$ cat src/rtl/fifo_wr_arbiter_if.sv
// Signal bundle between the N requesters, the arbiter and the downstream FIFO write port.
// The arbiter takes the slave modport; whatever drives the requesters and the FIFO full flag takes master.
interface fifo_wr_arbiter_if #(
    parameter int N  = 4,
    parameter int DW = 16
);
    logic [N-1:0]    req;
    logic [N*DW-1:0] req_data;
    logic [N-1:0]    req_last;
    logic [N-1:0]    req_ready;
    logic            fifo_full;
    logic            fifo_wr_en;
    logic [DW-1:0]   fifo_wdata;
    logic [N-1:0]    grant;
    logic            busy;

    modport master (
        output req, req_data, req_last, fifo_full,
        input  req_ready, fifo_wr_en, fifo_wdata, grant, busy
    );

    modport slave (
        input  req, req_data, req_last, fifo_full,
        output req_ready, fifo_wr_en, fifo_wdata, grant, busy
    );
endinterface

$ cat src/rtl/fifo_wr_arbiter.sv
// Round-robin, packet-locked arbiter sharing one FIFO write port between N requesters.
// Optional FIFO_ARB_MAXBURST_EN: also release the grant after MAX_BURST accepted beats.
module fifo_wr_arbiter #(
    parameter int N         = 4,
    parameter int DW        = 16,
    parameter int MAX_BURST = 16
) (
    input  logic             clk,
    input  logic             rest_n,
    fifo_wr_arbiter_if.slave bus
);
    localparam int PW = (N > 1) ? $clog2(N) : 1;

    typedef enum logic {IDLE = 1'b0, BURST = 1'b1} state_t;

    state_t        r_state, w_state_nxt;
    logic [N-1:0]  r_grant, w_grant_nxt;
    logic [PW-1:0] r_rr_ptr, w_rr_ptr_nxt;
    logic [PW-1:0] w_scan, w_pick, w_gidx;
    logic          w_found, w_g_req, w_g_last, w_busy, w_accept, w_cap_hit, w_release;
    logic [DW-1:0] w_g_data;

    if (MAX_BURST < 1) begin : g_bad_cfg
        $error("fifo_wr_arbiter: MAX_BURST must be >= 1");
    end

    // Cyclic scan starting at the round-robin pointer; first requester found wins.
    always_comb begin
        w_found = 1'b0;
        w_pick  = '0;
        w_scan  = '0;
        for (int k = 0; k < N; k++) begin
            w_scan = PW'((int'(r_rr_ptr) + k) % N);
            if (!w_found && bus.req[w_scan]) begin
                w_found = 1'b1;
                w_pick  = w_scan;
            end
        end
    end

    always_comb begin
        w_g_req  = 1'b0;
        w_g_last = 1'b0;
        w_g_data = '0;
        w_gidx   = '0;
        for (int i = 0; i < N; i++) begin
            if (r_grant[i]) begin
                w_g_req  = bus.req[i];
                w_g_last = bus.req_last[i];
                w_g_data = bus.req_data[i*DW +: DW];
                w_gidx   = PW'(i);
            end
        end
    end

    assign w_busy    = (r_state == BURST);
    assign w_accept  = w_busy & w_g_req & ~bus.fifo_full;
    assign w_release = w_accept & (w_g_last | w_cap_hit);

`ifdef FIFO_ARB_MAXBURST_EN
    localparam int CW = $clog2(MAX_BURST) + 1;

    logic [CW-1:0] r_beat_cnt;

    assign w_cap_hit = ((r_beat_cnt + 1'b1) == CW'(MAX_BURST));

    // Counts beats of the current grant only; cleared whenever no grant is active.
    always_ff @(posedge clk or negedge rest_n) begin
        if (!rest_n) begin
            r_beat_cnt <= '0;
        end else if (!w_busy || w_release) begin
            r_beat_cnt <= '0;
        end else if (w_accept) begin
            r_beat_cnt <= r_beat_cnt + 1'b1;
        end
    end
`else
    assign w_cap_hit = 1'b0;
`endif

    always_comb begin
        w_state_nxt  = r_state;
        w_grant_nxt  = r_grant;
        w_rr_ptr_nxt = r_rr_ptr;
        unique case (r_state)
            IDLE: begin
                if (w_found) begin
                    w_state_nxt = BURST;
                    w_grant_nxt = N'(1) << w_pick;
                end
            end
            BURST: begin
                if (w_release) begin
                    w_state_nxt  = IDLE;
                    w_grant_nxt  = '0;
                    w_rr_ptr_nxt = (w_gidx == PW'(N - 1)) ? '0 : w_gidx + 1'b1;
                end
            end
            default: ;
        endcase
    end

    always_ff @(posedge clk or negedge rest_n) begin
        if (!rest_n) begin
            r_state  <= IDLE;
            r_grant  <= '0;
            r_rr_ptr <= '0;
        end else begin
            r_state  <= w_state_nxt;
            r_grant  <= w_grant_nxt;
            r_rr_ptr <= w_rr_ptr_nxt;
        end
    end

    assign bus.busy       = w_busy;
    assign bus.grant      = r_grant;
    assign bus.req_ready  = (w_busy && !bus.fifo_full) ? r_grant : '0;
    assign bus.fifo_wr_en = w_accept;
    assign bus.fifo_wdata = w_busy ? w_g_data : '0;
endmodule

$ cat src/flat_wrapper.sv
// flat-port wrapper written by rule: the top's interface ports become plain ports
module fifo_wr_arbiter_flat 
#(
    parameter int N         = 4,
    parameter int DW        = 16,
    parameter int MAX_BURST = 16
)
  (clk, rest_n, bus_req, bus_req_data, bus_req_last, bus_fifo_full, bus_req_ready, bus_fifo_wr_en, bus_fifo_wdata, bus_grant, bus_busy);
  fifo_wr_arbiter_if #(.N(N), .DW(DW)) bus_i ();
  input  logic clk;
  input  logic rest_n;
  input wire logic [$bits(bus_i.req)-1:0] bus_req;
  input wire logic [$bits(bus_i.req_data)-1:0] bus_req_data;
  input wire logic [$bits(bus_i.req_last)-1:0] bus_req_last;
  input wire logic [$bits(bus_i.fifo_full)-1:0] bus_fifo_full;
  output wire logic [$bits(bus_i.req_ready)-1:0] bus_req_ready;
  output wire logic [$bits(bus_i.fifo_wr_en)-1:0] bus_fifo_wr_en;
  output wire logic [$bits(bus_i.fifo_wdata)-1:0] bus_fifo_wdata;
  output wire logic [$bits(bus_i.grant)-1:0] bus_grant;
  output wire logic [$bits(bus_i.busy)-1:0] bus_busy;
  assign bus_i.req = bus_req;
  assign bus_i.req_data = bus_req_data;
  assign bus_i.req_last = bus_req_last;
  assign bus_i.fifo_full = bus_fifo_full;
  assign bus_req_ready = bus_i.req_ready;
  assign bus_fifo_wr_en = bus_i.fifo_wr_en;
  assign bus_fifo_wdata = bus_i.fifo_wdata;
  assign bus_grant = bus_i.grant;
  assign bus_busy = bus_i.busy;
  fifo_wr_arbiter #(.N(N), .DW(DW), .MAX_BURST(MAX_BURST)) u_core (.clk(clk), .rest_n(rest_n), .bus(bus_i));
endmodule
$ cat config.mk
export PLATFORM = sky130hd
export DESIGN_NAME = fifo_wr_arbiter_flat
export DESIGN_NICKNAME = d
export VERILOG_FILES = /design/src/rtl/fifo_wr_arbiter_if.sv /design/src/rtl/fifo_wr_arbiter.sv /design/src/flat_wrapper.sv
export SDC_FILE = /design/constraint.sdc
export NUM_CORES = 1
export LEC_CHECK = 0
export ABC_CLOCK_PERIOD_IN_PS = 1600
export CAP_MARGIN = 20
export CORE_ASPECT_RATIO = 0.8
export CORE_MARGIN = 4
export CORE_UTILIZATION = 27
export CTS_BUF_LIST = sky130_fd_sc_hd__clkbuf_4 sky130_fd_sc_hd__clkbuf_8
export DETAILED_ROUTE_END_ITERATION = 8
export GPL_TIMING_DRIVEN = 0
export PLACE_DENSITY = 0.85
export SYNTH_ARGS = -nofsm -noshare
export SYNTH_HDL_FRONTEND = slang
export SYNTH_SLANG_ARGS = --single-unit
$ cat constraint.sdc
create_clock -name clk -period 1.6 [get_ports clk]
set_input_delay 0.48 -clock clk [delete_from_list [all_inputs] [get_ports clk]]
set_output_delay 0.48 -clock clk [all_outputs]
set_load 0.005 [all_outputs]
==> flow_summary.toml <==
[run_status]
status = "finished, violations left"
violations = "setup timing"

[layout]
fill_cells = 233
utilization = 0.754
multi_input_area_um2 = 990
stdcell_count = 303
area_delta_synth_final_pct = 166
layout_commonest_cell = "clkdlybuf4s50_1"
drive_above_1_share = 0.406
finalNetCount = 337
register_area_um2 = 176
final_cell_mix = "clkdlybuf4s50_1 (67), inv_1 (20), buf_2 (20), a22o_1 (16), a21oi_1 (13)"
diodes = 0

[sta]
timing.final.max_slew_violations = 0
hold_ws_ns = 0.522
worst_slew_pin_slew_ns = 0.640
rsz0062_at_grt = "true"
finalSetupViolations = 26
fin_ws_ns = -0.628
fin_worst_skew_ns = 0.00492
fmaxAchievable_mhz = 449
min_period_ns = 2.23
maxSlewHeadroom = 0.567
min_period_over_period = 1.39
hold_viol = 0

[place]
place_congestion = 0.861
dp.cells = 281
hpwlAfterDp_um = 3690
port_buffers = 100
pre_cts_ws_ns = -1.02

[synth]
netlist_area_um2 = 982
synth_area_leaders = "dfrtp_1 (18%), a22o_1 (15%), a221oi_1 (13%)"
yosys.area.top_type = "dfrtp_1"
synth_warnings = 0
synth_top_family_by_area = "compound AO/OA/AOI/OAI gates"
syn-num-nets = 214
synth_compound_area_frac = 0.520
synth.avg_cell_area_um2 = 7.07
synthDistinctLibCells = 29
synthCells = 139
ys_ff_latch = 7
synth-xor-area-share = 0
synth_mux_area_frac = 0.0217
ys_seq_area_frac = 0.178
synth_top_area_frac = 0.178
synthAdderAreaFrac = 0
synthSimpleGateAreaFrac = 0.138

[floorplanning]
rows = 19
core_mm2 = 0.00347
die_w_um = 75.4
die-area_mm2 = 0.00467
io_pins = 101
initial_core_util = 0.283
die_h_um = 61.9

[setup_path]
critPathLaunchType = "register"
timing.rr.start = "u_core.bus.grant[0]$_DFFE_PN0P_"
worstPathRequired_ns = 1.12
max_stage_delay_ns = 0.41
crit_type = "register to primary output"
path_buf_inv = 2
crit_chain = "nor2b_4 -> bufbuf_16 -> a221oi_4 -> a21oi_2 -> a22o_1 -> buf_2"
cp_top_family = "compound AO/OA/AOI/OAI gates"
cp_slowest_cell = "dfrtp_1"
crit_path_end_kind = "primary output"
worst-path-max-fanout = 5
regToRegEndpoint = "u_core.r_rr_ptr[0]$_DFFE_PN0P_"
rr_worst_depth = 8
r2r_slack_ns = -0.16
crit_arrival_ns = 1.75

[routing]
wl_per_cell_um = 20.6
drt_iter0_drc = 57
drc = 0
wirelength_um = 6230
vias = 1735
first_pass_iters = 4
ant_nets = 0
via_per_inst = 5.73

[clock_tree]
cts_tree = "built"
path_clk_slew_ns = 0.04
ctsHtreeMaxLevel = 1
clkSinkCount = 7
cts_root_buf = "clkbuf_8"
cts_buffer_depth = 2
cts_buffers = 3
clk_latency_ns = 0.23

[power]
power_density_mw_per_mm2 = 1290
peakVddDrop_mv = 0.564
leakage_uw = 0.00119
p_total_uw = 3370

[global_route]
grt_use_total = 0.228
antenna_found_initial = 0
grt_pass1_vias = 1654
grt_pass1_wl_um = 8010
overflow = 0
grt_max_degree = 11

[worst_hold_path]
hp-class = "primary input to async pin"

[run]
cap_violations = 0
power breakdown:
part | total [uW] | internal, uW | switching [uW]
clock network | 269 | 190 | 79.7
registers | 293 | 238 | 55.2
logic | 2810 | 1570 | 1240
total | 3370 | 1990 | 1380
final cells by class:
cell class	instances	share of cell area
multi-input combinational	97	0.378
tap	42	0.0201
clock buffer	4	0.0186
timing repair buffer	121	0.434
inverter	21	0.0301
sequential	7	0.0674
buffer	11	0.0521
cells by family (layout without fill, tap and decap cells):
logic type      after synthesis  in the layout
compound gates               69             69
buf+inv                      35            157
flops                         7              7
mux                           2              2
simple gates                 26             26
through the flow:
step	TNS, ns	cell area, um2
6_report	-10.03	2620
5_1_grt	-11.04	2620
4_1_cts	-10.94	2460
3_5_place_dp	-21.10	2120
3_3_place_gp	-19.98	2120
2_1_floorplan	-2.21	1070
cell usage after synthesis, drive strengths merged:
cell,number
mux2,1
a311oi,1
mux2i,1
and2,5
buf,6
a22oi,1
o21ai,2
nor3,2
a21oi,21
nand2,7
nor4,1
o22ai,4
o22a,1
o311ai,1
or2,1
nor2,4
nor2b,4
a22o,17
o32ai,3
dfrtp,7
inv,21
clkbuf,8
a21o,1
a221oi,15
o211ai,2
nand2b,2
what timing repair did:
| action | CTS | global route |
|---|---|---|
| hold buffers | 0 | 0 |
| resized for setup | 140 | 44 |
| gates cloned | 3 | 0 |
| endpoints found under the hold margin | 0 | 0 |
| setup endpoints to repair | 32 | 30 |
| setup buffers | 17 | 2 |
| pin swaps | 31 | 22 |
state kept, by name (all words and copies together) (netlist names):
signal / flops
u_core.bus.busy: 1
u_core.bus.grant: 4
u_core.r_rr_ptr: 2
worst register-to-register path, stage by stage (launching register included):
cell	delay (ns)
dfrtp_1	0.41
nor2b_4	0.17
buf_12	0.14
buf_6	0.11
a22o_4	0.23
buf_6	0.12
buf_6	0.10
o211ai_1	0.25
o22ai_1	0.10
worst max path at each step:
stage / from / endpoint / cells after the start
6_report: u_core.bus.grant[0]$_DFFE_PN0P_ / bus_fifo_wdata[14] / 6
5_1_grt: u_core.bus.grant[0]$_DFFE_PN0P_ / bus_fifo_wdata[14] / 6
4_1_cts: u_core.bus.grant[0]$_DFFE_PN0P_ / bus_fifo_wr_en / 8
3_5_place_dp: bus_req[2] / bus_fifo_wr_en / 6
3_3_place_gp: bus_req[1] / bus_fifo_wr_en / 5
2_1_floorplan: u_core.bus.grant[0]$_DFFE_PN0P_ / bus_fifo_wdata[12] / 6
routing by layer:
layer / global-route usage / up-vias / part of all wire
li1: - / 773 / -
met1: 0.254 / 820 / 0.32
met2: 0.434 / 116 / 0.53
met3: 0.0370 / 26 / 0.11
met4: 0.0923 / 0 / 0.034
met5: 0 / - / 0
Power figures use the tool's default switching activity.
